===== src/rtl/axi4l_mult_slave.sv =====
`timescale 1ns/1ps
// AXI4-Lite peripheral around an SZ x SZ unsigned shift-add multiplier; product lands SZ cycles after start.
// One outstanding write and one outstanding read; a held B or R response stalls its address channel.
module axi4l_mult_slave #(
    parameter int SZ     = 32,
    parameter int ADDR_W = 5
) (
    input  logic              clk,
    input  logic              _rst,
    input  logic [ADDR_W-1:0] s_awaddr,
    input  logic              s_awvalid,
    output logic              s_awready,
    input  logic [31:0]       s_wdata,
    input  logic [3:0]        s_wstrb,
    input  logic              s_wvalid,
    output logic              s_wready,
    output logic [1:0]        s_bresp,
    output logic              s_bvalid,
    input  logic              s_bready,
    input  logic [ADDR_W-1:0] s_araddr,
    input  logic              s_arvalid,
    output logic              s_arready,
    output logic [31:0]       s_rdata,
    output logic [1:0]        s_rresp,
    output logic              s_rvalid,
    input  logic              s_rready,
    output logic              irq
);
    localparam int CW = $clog2(SZ + 1);
    localparam logic [1:0] RESP_OKAY   = 2'b00;
    localparam logic [1:0] RESP_SLVERR = 2'b10;
    localparam logic [1:0] RESP_DECERR = 2'b11;
    localparam logic [ADDR_W-3:0] OFF_A      = (ADDR_W-2)'(0);
    localparam logic [ADDR_W-3:0] OFF_B      = (ADDR_W-2)'(1);
    localparam logic [ADDR_W-3:0] OFF_CTRL   = (ADDR_W-2)'(2);
    localparam logic [ADDR_W-3:0] OFF_STATUS = (ADDR_W-2)'(3);
    localparam logic [ADDR_W-3:0] OFF_RES_LO = (ADDR_W-2)'(4);
    localparam logic [ADDR_W-3:0] OFF_RES_HI = (ADDR_W-2)'(5);

    typedef enum logic {IDLE, RUN} state_t;

    state_t          state_q, state_d;
    logic [SZ-1:0]   a_q, a_d, b_q, b_d, mplier_q, mplier_d;
    logic [2*SZ-1:0] mcand_q, mcand_d, acc_q, acc_d, res_q, res_d;
    logic [CW-1:0]   cnt_q, cnt_d;
    logic            irq_en_q, irq_en_d, done_q, done_d;
    logic            bvalid_q, bvalid_d, rvalid_q, rvalid_d;
    logic [1:0]      bresp_q, bresp_d, rresp_q, rresp_d;
    logic [31:0]     rdata_q, rdata_d;

    logic [ADDR_W-3:0] wr_word, rd_word;
    logic              wr_fire, rd_fire, busy, start_req;
    logic [1:0]        wr_resp;
    logic [2*SZ-1:0]   acc_nxt;
    logic [63:0]       res_ext;
    logic              unused_addr_lsbs;

    function automatic logic [31:0] zext(input logic [SZ-1:0] v);
        logic [31:0] r;
        r = '0;
        r[SZ-1:0] = v;
        return r;
    endfunction

    function automatic logic [SZ-1:0] merge(input logic [SZ-1:0] old, input logic [31:0] data,
                                            input logic [3:0] strb);
        logic [31:0] r;
        r = zext(old);
        for (int i = 0; i < 4; i++)
            if (strb[i]) r[8*i +: 8] = data[8*i +: 8];
        return r[SZ-1:0];
    endfunction

    assign s_awready = s_awvalid & s_wvalid & ~bvalid_q;
    assign s_wready  = s_awready;
    assign s_arready = s_arvalid & ~rvalid_q;
    assign wr_fire   = s_awready;
    assign rd_fire   = s_arready;
    assign wr_word   = s_awaddr[ADDR_W-1:2];
    assign rd_word   = s_araddr[ADDR_W-1:2];
    assign busy      = (state_q == RUN);
    assign start_req = s_wdata[0] & s_wstrb[0];
    assign unused_addr_lsbs = ^{s_awaddr[1:0], s_araddr[1:0]};

    assign s_bvalid = bvalid_q;
    assign s_bresp  = bresp_q;
    assign s_rvalid = rvalid_q;
    assign s_rresp  = rresp_q;
    assign s_rdata  = rdata_q;
    assign irq      = done_q & irq_en_q;

    always_comb begin
        state_d  = state_q;
        a_d      = a_q;
        b_d      = b_q;
        irq_en_d = irq_en_q;
        done_d   = done_q;
        mcand_d  = mcand_q;
        mplier_d = mplier_q;
        acc_d    = acc_q;
        cnt_d    = cnt_q;
        res_d    = res_q;
        bvalid_d = bvalid_q;
        bresp_d  = bresp_q;
        rvalid_d = rvalid_q;
        rresp_d  = rresp_q;
        rdata_d  = rdata_q;
        wr_resp  = RESP_OKAY;
        res_ext  = '0;
        acc_nxt  = acc_q + (mplier_q[0] ? mcand_q : '0);

        if (wr_fire) begin
            case (wr_word)
                OFF_A: if (busy) wr_resp = RESP_SLVERR; else a_d = merge(a_q, s_wdata, s_wstrb);
                OFF_B: if (busy) wr_resp = RESP_SLVERR; else b_d = merge(b_q, s_wdata, s_wstrb);
                OFF_CTRL: begin
                    if (busy && start_req) begin
                        wr_resp = RESP_SLVERR;
                    end else begin
                        if (s_wstrb[0]) irq_en_d = s_wdata[1];
                        if (start_req) begin
                            state_d  = RUN;
                            mcand_d  = {{SZ{1'b0}}, a_q};
                            mplier_d = b_q;
                            acc_d    = '0;
                            cnt_d    = CW'(SZ);
                            done_d   = 1'b0;
                        end
                    end
                end
                OFF_STATUS: if (s_wdata[1]) done_d = 1'b0; else wr_resp = RESP_DECERR;
                default: wr_resp = RESP_DECERR;
            endcase
        end

        // Completion is evaluated after the write decode so it overrides a same-cycle done clear.
        if (state_q == RUN) begin
            acc_d    = acc_nxt;
            mcand_d  = mcand_q << 1;
            mplier_d = mplier_q >> 1;
            cnt_d    = cnt_q - CW'(1);
            if (cnt_q == CW'(1)) begin
                res_d   = acc_nxt;
                state_d = IDLE;
                done_d  = 1'b1;
            end
        end

        if (wr_fire) begin
            bvalid_d = 1'b1;
            bresp_d  = wr_resp;
        end else if (s_bready) begin
            bvalid_d = 1'b0;
        end

        // Read data is taken from next-state values so a read at a completion edge sees the result.
        res_ext[2*SZ-1:0] = res_d;
        if (rd_fire) begin
            rvalid_d = 1'b1;
            rresp_d  = RESP_OKAY;
            case (rd_word)
                OFF_A:      rdata_d = zext(a_d);
                OFF_B:      rdata_d = zext(b_d);
                OFF_CTRL:   rdata_d = {30'b0, irq_en_d, 1'b0};
                OFF_STATUS: rdata_d = {30'b0, done_d, state_d == RUN};
                OFF_RES_LO: rdata_d = res_ext[31:0];
                OFF_RES_HI: rdata_d = res_ext[63:32];
                default: begin
                    rdata_d = '0;
                    rresp_d = RESP_DECERR;
                end
            endcase
        end else if (s_rready) begin
            rvalid_d = 1'b0;
        end
    end

    always_ff @(posedge clk or negedge _rst) begin
        if (!_rst) begin
            state_q  <= IDLE;
            a_q      <= '0;
            b_q      <= '0;
            irq_en_q <= 1'b0;
            done_q   <= 1'b0;
            mcand_q  <= '0;
            mplier_q <= '0;
            acc_q    <= '0;
            cnt_q    <= '0;
            res_q    <= '0;
            bvalid_q <= 1'b0;
            bresp_q  <= 2'b00;
            rvalid_q <= 1'b0;
            rresp_q  <= 2'b00;
            rdata_q  <= '0;
        end else begin
            state_q  <= state_d;
            a_q      <= a_d;
            b_q      <= b_d;
            irq_en_q <= irq_en_d;
            done_q   <= done_d;
            mcand_q  <= mcand_d;
            mplier_q <= mplier_d;
            acc_q    <= acc_d;
            cnt_q    <= cnt_d;
            res_q    <= res_d;
            bvalid_q <= bvalid_d;
            bresp_q  <= bresp_d;
            rvalid_q <= rvalid_d;
            rresp_q  <= rresp_d;
            rdata_q  <= rdata_d;
        end
    end
endmodule


===== config.mk =====
export PLATFORM = sky130hd
export DESIGN_NAME = axi4l_mult_slave
export DESIGN_NICKNAME = d
export VERILOG_FILES = /design/src/rtl/axi4l_mult_slave.sv
export SDC_FILE = /design/constraint.sdc
export NUM_CORES = 1
export LEC_CHECK = 0
export BUFFER_PORTS_ARGS = -buffer_cell sky130_fd_sc_hd__clkbuf_2
export CAP_MARGIN = 10
export CORE_ASPECT_RATIO = 0.7
export CORE_UTILIZATION = 31
export DETAILED_ROUTE_END_ITERATION = 6
export MAX_ROUTING_LAYER = met4
export PLACE_DENSITY = 0.53
export SYNTH_ARGS = -nofsm -noshare
export SYNTH_HDL_FRONTEND = slang
export SYNTH_SLANG_ARGS = --single-unit

===== constraint.sdc =====
create_clock -name clk -period 4.1 [get_ports clk]
set_input_delay 0.615 -clock clk [delete_from_list [all_inputs] [get_ports clk]]
set_output_delay 0.615 -clock clk [all_outputs]
set_load 0.02 [all_outputs]

==> results of run 1 <==
==> cells in the mapped netlist (all sizes together) (3+ instances only) <==
cell / number
nand2: 401
dfrtp: 334
o21ai: 229
a21oi: 101
clkbuf: 90
mux2: 87
mux2i: 75
nor2: 70
and2: 68
ha: 65
buf: 42
a21o: 37
xnor2: 37
nand4: 33
inv: 32
xor2: 28
nor3: 23
a22o: 22
nand3: 22
a22oi: 17
and3: 14
o211ai: 14
o21bai: 14
o21a: 13
a221o: 12
a222oi: 12
a31oi: 11
o22ai: 11
a211oi: 10
nand2b: 10
o31ai: 8
a221oi: 7
or3: 7
a21bo: 6
nor2b: 6
nor3b: 5
or2: 4
a211o: 3
nor4: 3
o2111ai: 3
o31a: 3
==> flip-flops by register name, indices dropped and copies added (netlist names) <==
register,count
a_q,32
acc_q,64
b_q,32
busy,1
cnt_q,6
done_q,1
irq_en_q,1
mcand_q,64
mplier_q,32
res_q,64
s_bresp,2
s_bvalid,1
s_rdata,32
s_rresp,1
s_rvalid,1
==> layout make-up <==
type / count / share of cell area
well taps: 808 / 0.04665
inverters: 33 / 0.005716
multi-input cells: 1525 / 0.4504
repair buffers: 176 / 0.05566
clock buffers: 54 / 0.04994
clock inverters: 12 / 0.005831
flip-flops and latches: 334 / 0.3858
==> power by group <==
group / switching (mW) / internal [mW] / leakage [nW]
sequential: 0.655 / 4.28 / 4.45
clock: 1.45 / 1.97 / 0.589
combinational: 2.45 / 1.51 / 4.89
==> path summary, 6_finish.rpt <==
check	endpoint	slack (ns)	from	depth (start not counted)
setup / recovery	res_q[61]$_DFF_PN0_	0.08	mplier_q[0]$_DFFE_PN0P_	12
max in group asynchronous	mcand_q[24]$_DFFE_PN0P_	2.86	_rst	2
min in group clk	s_rvalid$_DFFE_PN0P_	0.25	s_rready	2
setup reg to reg	res_q[61]$_DFF_PN0_	0.08	mplier_q[0]$_DFFE_PN0P_	12
hold / removal	s_rvalid$_DFFE_PN0P_	0.16	_rst	1
hold reg to reg	res_q[28]$_DFF_PN0_	0.47	res_q[28]$_DFF_PN0_	2
==> repair_timing <==
item,4_1_cts,5_1_grt
hold buffers,0,0
resized for setup,0,7
setup endpoints to repair,0,32
buffers inserted,0,1
==> per-layer routing <==
metal	up-vias	routed length [um]
met5	-	0
met4	0	907
met3	65	4053
met2	462	24030
met1	7765	31460
li1	7357	-
==> stage by stage <==
step                      instances  cell area (sq um)  worst slack [ns]  hold WS, ns  utilization
after CTS                      2941              21630           0.09364       0.2283       0.3613
after global placement         2875              20420            0.1118       0.4446       0.3411
after detailed placement       2875              20420            0.1298       0.4563       0.3411
after global routing           2942              21670           0.01476       0.2335       0.3620
after floorplan                2024              18750            0.8077       0.3194            -
final                          2942              21670           0.08169       0.1586       0.3620
==> logic make-up (layout without fill, tap and decap cells) <==
family | Yosys count | count (layout) | synth area share
muxes | 163 | 163 | 0.09351
buffers and inverters | 165 | 275 | 0.03571
xor gates and xnor gates | 65 | 65 | 0.03037
and+or+nand+nor | 676 | 676 | 0.1631
DFF | 334 | 334 | 0.4459
AOI/OAI and AO/OA | 555 | 555 | 0.1870
adders and majority gates | 66 | 66 | 0.04445
==> worst reg2reg max path: stages, from the launching register on <==
cell      delay (ns)
dfrtp_1         0.53
buf_12          0.30
and2_1          0.29
ha_1            0.29
a21oi_1         0.21
o21ai_0         0.31
nand2_1         0.16
a31oi_1         0.17
a221oi_2        0.48
a21oi_1         0.20
nor3_1          0.44
xnor2_1         0.22
mux2_2          0.30
==> metrics.md, run 1 <==
| Metric | Value |
|---|---|
| Family with the most delay on the worst path | `compound AO/OA/AOI/OAI gates` |
| Final Skew | `0.02373 ns` |
| Final Slew Violations | `0` |
| Die Area | `0.06147 sq mm` |
| Met3 usage | `0.03137` |
| Starting Density | `0.3131` |
| GPL Wtd Cong | `0.9202` |
| Clock buffer depth | `3` |
| Die W | `295.9 um` |
| CP max stage cell | `dfrtp_1` |
| DR vias/cell | `5.319` |
| Layout cells sized above 1 | `0.1645` |
| Leak pwr | `9.932 nW` |
| Layout area overhead | `15.61%` |
| Least-Margin Pin Slew | `0.9610 ns` |
| Initial DRC count | `1415` |
| Worst EP required | `4.53 ns` |
| Status | `completed` |
| Register area share after synthesis | `0.4459` |
| H-tree depth | `2` |
| Cell type with the largest total area after synthesis | `dfrtp_1` |
| Worst setup SP type | `flop` |
| Largest net degree at the start of global routing | `164` |
| Inserted Clock Buffers | `37` |
| Die extent in y | `207.7 um` |
| Final WL | `60450 um` |
| Core area | `0.05987 sq mm` |
| Most frequent cells in the layout | `nand2_1 (398), dfrtp_1 (333), o21ai_0 (221)` |
| Top-area cell type share of the netlist area | `0.4459` |
| Clock latency on the worst-skew pair | `0.55 ns` |
| Most used routing layer | `met1` |
| Crit path time final | `4.018 ns` |
| Overflow after GRT | `0` |
| Global Route met1 Usage | `0.3216` |
| CP most frequent cell | `a21oi_1` |
| Total GRT Usage | `0.2032` |
| Global-route wire length before repair | `93660 um` |
| Vias | `15650` |
| Setup violators final | `0` |
| Clock transition at path regs | `0.06 ns` |
| CP peak stage delay | `0.53 ns` |
| Register area | `0.008362 sq mm` |
| Power Total | `12.32 mW` |
| CTS tree | `done` |
| Most common cell after layout, fill and taps aside | `nand2_1` |
| Final hold vios | `0` |
| GRT met2 Usage | `0.2679` |
| Site Rows | `75` |
| Synth unique cells | `80` |
| IO buf count | `90` |
| Post-Syn Area | `0.01875 sq mm` |
| Setup tns final | `0 ns` |
| # DRC | `0` |
| Multi-input logic area | `0.009761 sq mm` |
| Routed WL per cell | `20.55 um` |
| Post-synth EDFFs | `0` |
| RSZ-0062 raised after global routing | `no` |
| Worst rel slew slack | `0.3593` |
| Hpwl dp | `43530 um` |
| Diode count | `0` |
| CP cell instances | `buf_12 -> and2_1 -> ha_1 -> a21oi_1 -> o21ai_0 -> nand2_1 -> a31oi_1 -> a221oi_2 -> a21oi_1 -> nor3_1 -> xnor2_1 -> mux2_2` |
| Async set-reset flop share out of synthesis | `1.000` |
| Ys flop type | `dfrtp_1` |
| Pre-antenna DRT Iters | `6` |
| Worst min-delay path class | `in2async` |
| Cell Pwr Density | `568.3 mW/mm^2` |
| Syn Nets | `2143` |
| Critical Path AT | `4.45 ns` |
| Critical path type | `reg2reg` |
| Ranking of synthesized cells by area | `dfrtp_1 (45%), nand2_1 (8.0%), o21ai_0 (5.9%), mux2_2 (5.2%), ha_1 (4.3%)` |
| Count of antenna-violating nets left after detailed routing | `0` |
| FF+latch count, synth | `334` |
| Filler cell count | `6147` |
| Vias in the first global route | `15120` |
| Worst Path Max Fanout | `57` |
| IO Count | `95` |
| Fmax | `248.9 MHz` |
| Critical path endpoint category | `flop` |
| Max cap viols | `0` |
| Number of synthesis warnings | `0` |
| Initial antenna violation count | `0` |
| Worst Path Buf+Inv | `1` |
| Post-Syn Instances | `2024` |
| Clock tree root driver cell | `clkbuf_16` |
| VDD IR max | `0.2788 mV` |
| Clock Sinks | `334` |
| Final Net Count | `2226` |
| Mean post-synth cell area | `9.262 sq um` |
| Final period utilization | `0.9801` |
No activity file was read; power rests on OpenSTA's default activity.
==> run 2, diff against run 1 <==
--- a/config.mk
+++ b/config.mk
@@ -10,6 +10,6 @@
 export CORE_ASPECT_RATIO = 0.7
-export CORE_UTILIZATION = 31
+export CORE_UTILIZATION = 45
 export DETAILED_ROUTE_END_ITERATION = 6
 export MAX_ROUTING_LAYER = met4
-export PLACE_DENSITY = 0.53
+export PLACE_DENSITY = 0.69
 export SYNTH_ARGS = -nofsm -noshare
==> constraint.sdc (replaced) <==
create_clock -name clk -period 4.1 [get_ports clk]
set_input_delay 0.205 -clock clk [delete_from_list [all_inputs] [get_ports clk]]
set_output_delay 0.205 -clock clk [all_outputs]
set_load 0.02 [all_outputs]
==> run 2 against run 1 <==
Against the previous run: via count rose by 1.2%; highest routed layer unchanged; cell count decreased by 9.2%; count of clock-buffer cells in the layout down 1; critical path depth is 1 higher.
==> metrics.md, run 2 (same netlist as run 1, synthesis figures left out) <==
| Metric | Value |
|---|---|
| Status | `completed` |
| Clock transition at path regs | `0.06 ns` |
| Overflow after GRT | `0` |
| Site Rows | `62` |
| Setup violators final | `0` |
| Pre-antenna DRT Iters | `5` |
| Worst R2R End | `s_rdata[20]$_DFFE_PN0P_` |
| WHS Endpoint | `done_q$_DFF_PN0_` |
| Worst min-delay path class | `in2reg` |
| Crit path time final | `3.802 ns` |
| Reg power frac | `0.410` |
| Cell Pwr Density | `565.0 mW/mm^2` |
| Reg2reg start | `mplier_q[0]$_DFFE_PN0P_` |
| Layout cells sized above 1 | `0.1457` |
| Critical path type | `reg2reg` |
| IO Count | `95` |
| Total GRT Usage | `0.2806` |
| Hpwl dp | `40820 um` |
| H-tree depth | `2` |
| Final period utilization | `0.9274` |
| Diode count | `0` |
| HP Start | `s_awaddr[4]` |
| DR vias/cell | `5.929` |
| Pre-CTS setup slack | `0.3292 ns` |
| Depth of the worst hold-timing path | `3` |
| Least-Margin Pin Slew | `1.214 ns` |
| Clock latency on the worst-skew pair | `0.53 ns` |
| Vias | `15840` |
| Critical Path AT | `4.19 ns` |
| GPL Wtd Cong | `0.9349` |
| Die W | `245.9 um` |
| Layout area overhead | `13.46%` |
| Reg2reg path depth | `13` |
| CTS tree | `done` |
| Final Net Count | `2221` |
| Clock tree root driver cell | `clkbuf_16` |
| Most common cell after layout, fill and taps aside | `nand2_1` |
| Worst setup SP type | `flop` |
| Initial DRC count | `1640` |
| # DRC | `0` |
| P_int | `7.549 mW` |
| Sw frac | `0.3718` |
| Starting Density | `0.4568` |
| Leak pwr | `9.836 nW` |
| VDD IR max | `0.3480 mV` |
| Initial antenna violation count | `0` |
| Clock Sinks | `334` |
| Worst EP required | `4.49 ns` |
| Finished Layout Cells | `2671` |
| Count of antenna-violating nets left after detailed routing | `0` |
| Setup tns final | `0 ns` |
| Clock buffer depth | `3` |
| Largest registers | `acc_q: 64 flops, mcand_q: 64 flops, res_q: 64 flops` |
| Final Skew | `0.01880 ns` |
| Final hold vios | `0` |
| Routed WL per cell | `21.55 um` |
| Global-route wire length before repair | `90350 um` |
| Largest net degree at the start of global routing | `106` |
| Multi-input logic area | `0.009736 sq mm` |
| RSZ-0062 raised after global routing | `no` |
| Die Area | `0.04249 sq mm` |
| Clock power frac | `0.272` |
| Net switching power figure | `4.467 mW` |
| Gate power share | `0.318` |
| Critical path endpoint category | `flop` |
| Filler cell count | `3811` |
| Max cap viols | `0` |
| Die extent in y | `172.8 um` |
| Fmax | `263.0 MHz` |
| IO buf count | `90` |
| Worst rel slew slack | `0.1879` |
| Vias in the first global route | `15370` |
| Register area | `0.008362 sq mm` |
| Final Slew Violations | `0` |
| Most frequent cells in the layout | `nand2_1 (398), dfrtp_1 (333), o21ai_0 (222)` |
| Worst reg2reg setup slack | `0.30 ns` |
| Worst Path Max Fanout | `64` |
| # Post-CTS Setup Buffers | `0` |
| Inst Count DP | `2576` |
| Post-route setup slack | `0.2975 ns` |
| Final WL | `57560 um` |
| Core area | `0.04104 sq mm` |
| Inserted Clock Buffers | `36` |
-- run 2: cell count changes in the layout (fill, tap and decap cells not counted), sizes merged --
cell and change:
bufinv -1, clkinv -1, buf -36, inv -1, clkinvlp +1, clkbuf -1
dlygate4sd3 +32
-- run 2: power groups by stage --
stage	clock network (mW)	logic, mW	registers (mW)
floorplan	0	2.65	4.81
global placement	0	3.65	4.93
global route	3.44	4.23	5.04
finish	3.26	3.83	4.93
CTS	3.31	3.80	4.92
detailed placement	0	3.75	4.96
-- run 2: worst max path at each step --
stage | startpoint | to | slack [ns]
after floorplan | mplier_q[0]$_DFFE_PN0P_ | s_rdata[26]$_DFFE_PN0P_ | 0.81
after global placement | mplier_q[0]$_DFFE_PN0P_ | res_q[62]$_DFF_PN0_ | 0.25
after detailed placement | mplier_q[0]$_DFFE_PN0P_ | res_q[62]$_DFF_PN0_ | 0.33
after CTS | mplier_q[0]$_DFFE_PN0P_ | res_q[62]$_DFF_PN0_ | 0.27
after global routing | mplier_q[0]$_DFFE_PN0P_ | s_rdata[20]$_DFFE_PN0P_ | 0.05
final | mplier_q[0]$_DFFE_PN0P_ | s_rdata[20]$_DFFE_PN0P_ | 0.30
-- run 2: area by class of cell --
class | instances | share of cell area
well taps | 544 | 0.03200
clock buffers | 53 | 0.05012
inverters | 33 | 0.005824
flip-flops and latches | 334 | 0.3931
repair buffers | 172 | 0.05730
multi-input cells | 1525 | 0.4577
clock inverters | 10 | 0.003883
-- run 2: layer usage --
metal | wire (um) | GRT usage
met2 | 24060 | 0.3827
met3 | 4444 | 0.04734
met4 | 1028 | 0.06030
met5 | 0 | -
met1 | 28030 | 0.4303
-- run 2: timing repair --
| item | CTS | global route |
|---|---|---|
| resized for setup | 0 | 1 |
| setup endpoints to repair | 0 | 4 |
| hold buffers | 32 | 0 |
| hold endpoints to repair | 160 | 0 |
-- run 2: metrics by stage --
stage | total power [mW] | util | hold WS, ns | area, sq um
after floorplan | 7.465 | - | -0.09059 | 18750
after global placement | 8.579 | 0.4823 | 0.3284 | 19790
after detailed placement | 8.715 | 0.4823 | 0.3411 | 19790
after CTS | 12.03 | 0.5181 | 0.009665 | 21260
after global routing | 12.71 | 0.5183 | 0.03587 | 21270
final | 12.02 | 0.5183 | 0.03611 | 21270
-- run 2: critical path: stages, from the launching register on --
cell and delay, ns:
dfrtp_1 0.41, buf_12 0.21, and2_1 0.17, ha_1 0.44, nand4_1 0.28, nor4_1 0.48, o211ai_1 0.21, nand3_1 0.17
buf_4 0.17, a21oi_1 0.13, o21ai_0 0.28, a211oi_1 0.16, xnor2_1 0.38, o211ai_1 0.16
